## src/rtl/inst_fetch_queue.sv

```systemverilog
`default_nettype none
// +------------------------------------------------------------------------+
// | Module      : inst_fetch_queue                                         |
// | Description : In-order decoupling FIFO between IF and ID. Absorbs ID   |
// |               stalls, drops everything on flush and blocks enqueue     |
// |               behind a faulting fetch (nonzero ebus) until flush.      |
// |               Optional macro IFQ_BYPASS_EN adds a zero-latency         |
// |               pass-through when the queue is empty.                    |
// | Revision    : 1.0 - initial release                                    |
// +------------------------------------------------------------------------+
module inst_fetch_queue #(
  parameter int BUS_W = 80,
  parameter int DEPTH = 4,
  parameter int PTR_W = 2
) (
  input  logic             clk,
  input  logic             reset,
  input  logic             in_valid,
  input  logic [BUS_W-1:0] in_bus,
  output logic             in_ready,
  output logic             out_valid,
  output logic [BUS_W-1:0] out_bus,
  input  logic             out_ready,
  input  logic             flush,
  output logic [PTR_W:0]   count,
  output logic             ex_hold
);

  localparam logic [PTR_W:0]   c_DEPTH   = (PTR_W+1)'(DEPTH);
  localparam logic [PTR_W-1:0] c_PTR_ONE = PTR_W'(1);
  localparam logic [PTR_W:0]   c_CNT_ONE = (PTR_W+1)'(1);

  logic [BUS_W-1:0] r_mem [DEPTH];
  logic [PTR_W-1:0] r_wr_ptr;
  logic [PTR_W-1:0] r_rd_ptr;
  logic [PTR_W:0]   r_count;
  logic             r_ex_hold;

  logic w_push;      // handshake completed on the input side
  logic w_pop_q;     // a stored entry is consumed by ID
  logic w_store;     // the accepted packet is written into the buffer
  logic w_ebus_nz;   // incoming packet carries an exception code

  assign w_ebus_nz = |in_bus[BUS_W-1:BUS_W-16];

  // Pop of a stored entry; kept independent of in_ready to avoid a comb loop.
  assign w_pop_q  = (r_count != '0) & out_ready;

  // Room exists when not full, or when full but the head leaves this cycle.
  assign in_ready = ~reset & ~flush & ~r_ex_hold & ((r_count < c_DEPTH) | w_pop_q);
  assign w_push   = in_valid & in_ready;

`ifdef IFQ_BYPASS_EN
  logic w_bypass;
  // Empty queue and ID ready: hand the packet straight through without storing it.
  assign w_bypass  = (r_count == '0) & in_valid & out_ready & ~flush & ~r_ex_hold & ~reset;
  assign w_store   = w_push & ~w_bypass;
  assign out_valid = (r_count != '0) | w_bypass;
  assign out_bus   = w_bypass ? in_bus : r_mem[r_rd_ptr];
`else
  // Outputs come from registered state only; minimum latency is one cycle.
  assign w_store   = w_push;
  assign out_valid = (r_count != '0);
  assign out_bus   = r_mem[r_rd_ptr];
`endif

  assign count   = r_count;
  assign ex_hold = r_ex_hold;

  // Entry storage; not reset since out_bus is don't-care while empty.
  always_ff @(posedge clk) begin
    if (w_store) begin
      r_mem[r_wr_ptr] <= in_bus;
    end
  end

  // Pointers, occupancy and exception hold; flush outranks any push or pop.
  always_ff @(posedge clk or posedge reset) begin
    if (reset) begin
      r_wr_ptr  <= '0;
      r_rd_ptr  <= '0;
      r_count   <= '0;
      r_ex_hold <= 1'b0;
    end else if (flush) begin
      r_wr_ptr  <= '0;
      r_rd_ptr  <= '0;
      r_count   <= '0;
      r_ex_hold <= 1'b0;
    end else begin
      if (w_store) begin
        r_wr_ptr <= r_wr_ptr + c_PTR_ONE;
      end
      if (w_pop_q) begin
        r_rd_ptr <= r_rd_ptr + c_PTR_ONE;
      end
      case ({w_store, w_pop_q})
        2'b10:   r_count <= r_count + c_CNT_ONE;
        2'b01:   r_count <= r_count - c_CNT_ONE;
        default: r_count <= r_count;
      endcase
      // A faulting fetch (stored or bypassed) stops younger packets entering.
      if (w_push & w_ebus_nz) begin
        r_ex_hold <= 1'b1;
      end
    end
  end

endmodule
`default_nettype wire
```

## config.mk

```make
export PLATFORM = sky130hd
export DESIGN_NAME = inst_fetch_queue
export DESIGN_NICKNAME = d
export VERILOG_FILES = /design/src/rtl/inst_fetch_queue.sv
export SDC_FILE = /design/constraint.sdc
export NUM_CORES = 1
export LEC_CHECK = 0
export BUFFER_PORTS_ARGS = -buffer_cell sky130_fd_sc_hd__clkbuf_2
export CAP_MARGIN = 20
export CORE_ASPECT_RATIO = 2
export CORE_MARGIN = 1
export CORE_UTILIZATION = 55
export DETAILED_ROUTE_END_ITERATION = 6
export PLACE_DENSITY = 0.77
export SLEW_MARGIN = 5
export SYNTH_ARGS = -nofsm -noshare
export SYNTH_HDL_FRONTEND = slang
export SYNTH_SLANG_ARGS = --single-unit
```

## constraint.sdc

```tcl
create_clock -name clk -period 4.2 [get_ports clk]
set_input_delay 0.63 -clock clk [delete_from_list [all_inputs] [get_ports clk]]
set_output_delay 0.63 -clock clk [all_outputs]
set_load 0.02 [all_outputs]
```

==> flow_summary.toml, run 1 <==
[grt]
grt_max_degree = 82
grtUsageMet3_pct = 3.42
grt-busiest-layer = "met2"
grt-ovfl-total = 0
grt_use_met1_pct = 23.3
grt_pass1_wl_um = 33500
grt_pass1_vias = 6002
grt_antenna_before_repair = 1
track_usage_pct = 20.4
grt_use_met2_pct = 36.2

[timing]
slew_viol_final = 0
finalHoldViolCount = 0
relSlewSlack_pct = 47.8
tns_ns = 0
period_minus_slack_ns = 3.21
tightestPinTransition_ns = 0.782
layout_setup_ws_ns = 0.989
clock_skew_ns = 0.00755
finalCritPeriodShare_pct = 76.5
max_freq_mhz = 311
finalSetupViolCount = 0
rsz0062_at_grt = "false"

[setup_path]
start_kind = "flip-flop"
worstPathCellList = "buf_4 -> mux4_2 -> clkbuf_2"
critical_path.max_stage_delay_ns = 0.79
crit_arrival_ns = 2.58
crit_fanout = 28
critical_path_class = "flip-flop to output port"
critPathSlowestCell = "dfrtp_4"
r2r_cells = 4
r2r_slack_ns = 1.56
end_kind = "output port"
critPathRequiredTime_ns = 3.57

[place]
placed_area_mm2 = 0.0133
place_congestion = 0.763
dpl.hpwl_um = 14100
dp_slack_ns = 1.21
io_buffer_count = 170

[synth]
syn_inst = 475
yosysUniqueCellTypes = 29
synth_warnings = 0
ys_seq_elements = 328
synth_compound_area_share_pct = 0.290
synth_top_family_by_area = "multiplexers"
synthMuxAreaShare_pct = 15.3
synthAdderAreaFrac_pct = 0.580
syn_area_per_cell_um2 = 25.5
syn_area_mm2 = 0.0121
synth_nets = 565
synth-simple-area-share_pct = 1.59
ys_seq_area_share_pct = 81.1
yosys.area_share.xor_xnor_pct = 0.352

[cells_and_area]
final_common_cell = "edfxtp_1"
final_util_pct = 65.8
fin_nets = 752
fillCellCount = 1381
seq_area_mm2 = 0.00982
final_cell_mix = "edfxtp_1 (320), clkbuf_2 (170), mux4_2 (80)"
drive_gt1_share_pct = 45.1
syn_to_final_growth_pct = 17.4
fin_area_mm2 = 0.0142
multi_input_area_mm2 = 0.00220

[power]
finalPower_mw = 7.53
power.density_mw_per_mm2 = 530
ir_drop_v = 0.000360
p_leak_nw = 4.75

[outcome]
status = "completed"

[detailed_routing]
drt_first_pass_iters = 5
viasPerCell = 5.79
antenna_left = 0
dr_total_vias = 5520
wl_um = 22300
drc_errors = 0
wl_per_cell_um = 23.4
drt_iter0_markers = 326

[clock_network]
clkTransAtPathRegs_ns = 0.07
cts_root_buf = "clkbuf_16"
ctsHoldBuffers = 0
clock_sinks = 328
cts_buffer_depth = 3
post_cts_buffers = 0
cts_tree = "done"
clock_latency_ns = 0.52
htreeDepth = 1
ctsResizeCount = 0
cts_inserted_buffers = 25

[floorplanning]
dieArea_mm2 = 0.0226
ios = 171
start_util_pct = 56.0
die_x_um = 107
die_y_um = 212
rows = 76
core_area_mm2 = 0.0216

[min_path]
hp-class = "input port to asynchronous set/reset pin"

[run]
drv_cap = 0
[kinds of logic after synthesis]
kind of cell             count (synthesis)
buffers and inverters                   22
multiplexers                            84
adder cells (fa/ha/maj)                  5
AND/OR/NAND/NOR                         29
XOR/XNOR                                 4
flip-flops                             328
AO/OA/AOI/OAI                            3
[metal layers]
metal / part of all wire, % / vias to the layer above
li1: - / 2401
met1: 34 / 2864
met2: 56 / 203
met3: 5.7 / 52
met4: 4.7 / 0
met5: 0 / -
[path summary, 6_finish.rpt]
| path | from | endpoint |
|---|---|---|
| max | r_rd_ptr[0]$_DFFE_PP0P_ | out_bus[37] |
| min | reset | count[2]$_DFFE_PP0P_ |
| max reg2reg | count[2]$_DFFE_PP0P_ | r_mem[2][56]$_DFFE_PP_ |
| min reg2reg | r_wr_ptr[1]$_DFFE_PP0P_ | r_wr_ptr[1]$_DFFE_PP0P_ |
| max in group asynchronous | reset | r_rd_ptr[0]$_DFFE_PP0P_ |
| min in group clk | in_bus[24] | r_mem[1][24]$_DFFE_PP_ |
[final cells by class]
type | instances | share of cell area [%]
well taps | 273 | 2.41
clock inverters | 10 | 1.05
repair buffers | 179 | 6.91
diodes | 1 | 0.0176
multi-input cells | 125 | 15.5
inverters | 3 | 0.0793
clock buffers | 35 | 4.88
flip-flops and latches | 328 | 69.2
[Yosys cell counts]
cell | count | area share (%)
ha_1 | 4 | 0.41
o31a_1 | 1 | 0.072
mux2i_1 | 2 | 0.17
o31ai_4 | 1 | 0.18
nor2b_4 | 1 | 0.11
and3_1 | 1 | 0.052
xnor2_1 | 2 | 0.14
buf_2 | 8 | 0.33
fa_1 | 1 | 0.17
a21oi_1 | 1 | 0.041
xor2_1 | 1 | 0.072
inv_1 | 3 | 0.093
clkbuf_1 | 11 | 0.34
nor4_4 | 1 | 0.18
mux2_1 | 1 | 0.093
nand2b_1 | 3 | 0.16
or3_1 | 1 | 0.052
xor2_2 | 1 | 0.13
nand4bb_1 | 1 | 0.093
edfxtp_1 | 320 | 79
nor2_1 | 8 | 0.25
dfrtp_1 | 8 | 1.7
nor4_1 | 5 | 0.26
nand4_1 | 1 | 0.052
nor2b_1 | 2 | 0.10
mux2_4 | 1 | 0.12
and2_1 | 4 | 0.21
mux4_2 | 80 | 15
or4b_1 | 1 | 0.083
[power breakdown]
group          switching [mW]  internal (mW)  leakage (nW)  total (mW)
clock                    1.01           1.40         0.416        2.41
combinational           0.740          0.606          1.34        1.35
sequential              0.108           3.66          2.99        3.77
[flip-flops by register name, summed over array words and instances, names as in the netlist]
name / cells
r_mem: 320
count: 3
r_rd_ptr: 2
r_wr_ptr: 2
ex_hold: 1
[critical path: cells and delay by family (launching register included)]
family | cells | cell delay (ns)
flops | 1 | 0.79
buf+inv | 2 | 0.66
mux | 1 | 0.58
[through the flow]
step | hold slack (ns) | instances
3_5_place_dp | 0.593 | 907
3_3_place_gp | 0.561 | 907
5_1_grt | 0.0640 | 954
2_1_floorplan | 0.446 | 475
4_1_cts | 0.0536 | 952
6_report | 0.0599 | 954
(Power assumes the default switching activity.)
==> inputs of run 2 (changes only) <==
- CORE_UTILIZATION: 55 -> 51
- PLACE_DENSITY: 0.77 -> 0.75
- clock period: 4.2 -> 2.6 ns (I/O delays scaled with it)
==> flow_summary.toml, run 2 (synthesized netlist as in run 1, its figures left out) <==
[detailed_routing]
drc_errors = 0
drt_iter0_markers = 241
wl_per_cell_um = 23.7
antenna_left = 0
met1_length_um = 8040
wl_met2_um = 13100
drt_first_pass_iters = 4
detailroute.wirelength.met3_um = 1190
wl_um = 23300
top_layer = "met5"
dr_total_vias = 5607
viasPerCell = 5.70

[clock_network]
cts_inserted_buffers = 26
cts_buffer_depth = 3
clock_latency_ns = 0.54
cts_root_buf = "clkbuf_16"
htreeDepth = 1
clock_sinks = 328
cts_tree = "done"
clkTransAtPathRegs_ns = 0.07

[place]
dp_cells = 930
dpl.hpwl_um = 15300
dp_slack_ns = 0.258
place_congestion = 0.762
io_buffer_count = 170

[floorplanning]
dieArea_mm2 = 0.0244
rows = 79
start_util_pct = 52.0
die_y_um = 220
core_area_mm2 = 0.0232
die_x_um = 111
ios = 171

[timing]
rsz0062_at_grt = "false"
hold_ws_ns = 0.0717
relSlewSlack_pct = 60.3
period_minus_slack_ns = 2.50
layout_setup_ws_ns = 0.101
slew_viol_final = 0
finalHoldViolCount = 0
finalSetupViolCount = 0
max_freq_mhz = 400
tightestPinTransition_ns = 0.590
clock_skew_ns = 0.00859
tns_ns = 0
finalCritPeriodShare_pct = 96.1

[power]
power.density_mw_per_mm2 = 856
p_leak_nw = 4.87
p_sw_mw = 3.15
finalPower_mw = 12.4
pwr-share-clk_pct = 32.9
ir_drop_v = 0.000902
comb_power_share_pct = 18.6
switching_share_pct = 25.4
seq_power_share_pct = 48.6
cell_internal_pwr_mw = 9.24

[setup_path]
crit_fanout = 44
crit_arrival_ns = 2.11
start_kind = "flip-flop"
critical_path_class = "flip-flop to output port"
end_kind = "output port"
critPathRequiredTime_ns = 2.21
worstPathCellList = "buf_16 -> mux4_2 -> clkbuf_2"
critPathSlowestCell = "mux4_2"
critical_path.max_stage_delay_ns = 0.59

[grt]
grt-ovfl-total = 0
track_usage_pct = 19.3
grt_pass1_wl_um = 34700
grt_antenna_before_repair = 5
grt_max_degree = 45
grt_pass1_vias = 6094

[min_path]
hp-class = "input port to flip-flop"

[cells_and_area]
fin_nets = 767
largest_reg_flops = 320
fin_cells = 983
multi_input_area_mm2 = 0.00220
syn_to_final_growth_pct = 19.7
final_common_cell = "edfxtp_1"
final_cell_mix = "edfxtp_1 (320), clkbuf_2 (170), mux4_2 (80)"
largest-register = "r_mem"
drive_gt1_share_pct = 46.8
fillCellCount = 1575
seq_area_mm2 = 0.00982

[outcome]
status = "completed"

[run]
drv_cap = 0
==> run 2: changes by cell type in the layout (fill, tap and decap cells not counted), moves of 3 or more <==
cell / previous run / this run
buf_4: 4 / 8
clkbuf_8: 3 / 0
clkinv_4: 0 / 3
buf_12: 5 / 10
clkbuf_16: 25 / 28
clkinv_1: 1 / 5
clkbuf_1: 7 / 0
==> run 2: worst paths after layout <==
check                      slack [ns]                    start                       to  depth (start not counted)
max                              0.10  r_rd_ptr[0]$_DFFE_PP0P_              out_bus[12]                          3
min                              0.07               in_bus[37]   r_mem[1][37]$_DFFE_PP_                          1
max reg2reg                      0.20     count[2]$_DFFE_PP0P_     count[2]$_DFFE_PP0P_                          8
min reg2reg                      0.61  r_wr_ptr[1]$_DFFE_PP0P_  r_wr_ptr[1]$_DFFE_PP0P_                          2
max in group asynchronous        1.92                    reset  r_rd_ptr[0]$_DFFE_PP0P_                          3
min in group asynchronous        0.39                    reset     count[2]$_DFFE_PP0P_                          3
==> run 2: area by class of cell <==
cell class | instances | area share (%)
clock buffers | 27 | 4.67
multi-input cells | 125 | 15.2
repair buffers | 193 | 8.26
flip-flops and latches | 328 | 67.8
well taps | 283 | 2.45
inverters | 3 | 0.0778
clock inverters | 21 | 1.49
diodes | 3 | 0.0519
==> run 2: power groups by stage <==
stage | Sequential, mW | Combinational [mW] | Clock (mW)
finish | 6.01 | 2.30 | 4.07
global route | 6.02 | 2.45 | 4.34
CTS | 6.02 | 2.33 | 4.17
detailed placement | 6.14 | 2.32 | 0
global placement | 6.12 | 2.28 | 0
floorplan | 6.11 | 1.57 | 0
==> run 2: through the flow <==
stage	utilization [%]	cell area, um^2
final	62.3	14500
after global routing	62.3	14500
after CTS	62.1	14400
after detailed placement	58.2	13500
after global placement	58.2	13500
after floorplan	-	12100
==> run 2: timing repair <==
item / CTS / global route
hold buffers: 1 / 0
endpoints found under the hold margin: 8 / 0
buffers inserted: 0 / 1
setup endpoints to repair: 1 / 6
resized for setup: 1 / 2
cloned: 0 / 0
==> run 2: per-layer routing <==
layer / vias up / track usage (%)
met5: - / 0
met4: 4 / 9.24
met3: 46 / 4.07
met2: 179 / 35.4
met1: 2934 / 21.1
li1: 2444 / -
==> run 2: critical path, delay by kind of cell (launching register included) <==
kind                   cells  cell delay (ns)
DFF                        1             0.46
muxes                      1             0.59
buffers and inverters      2             0.50
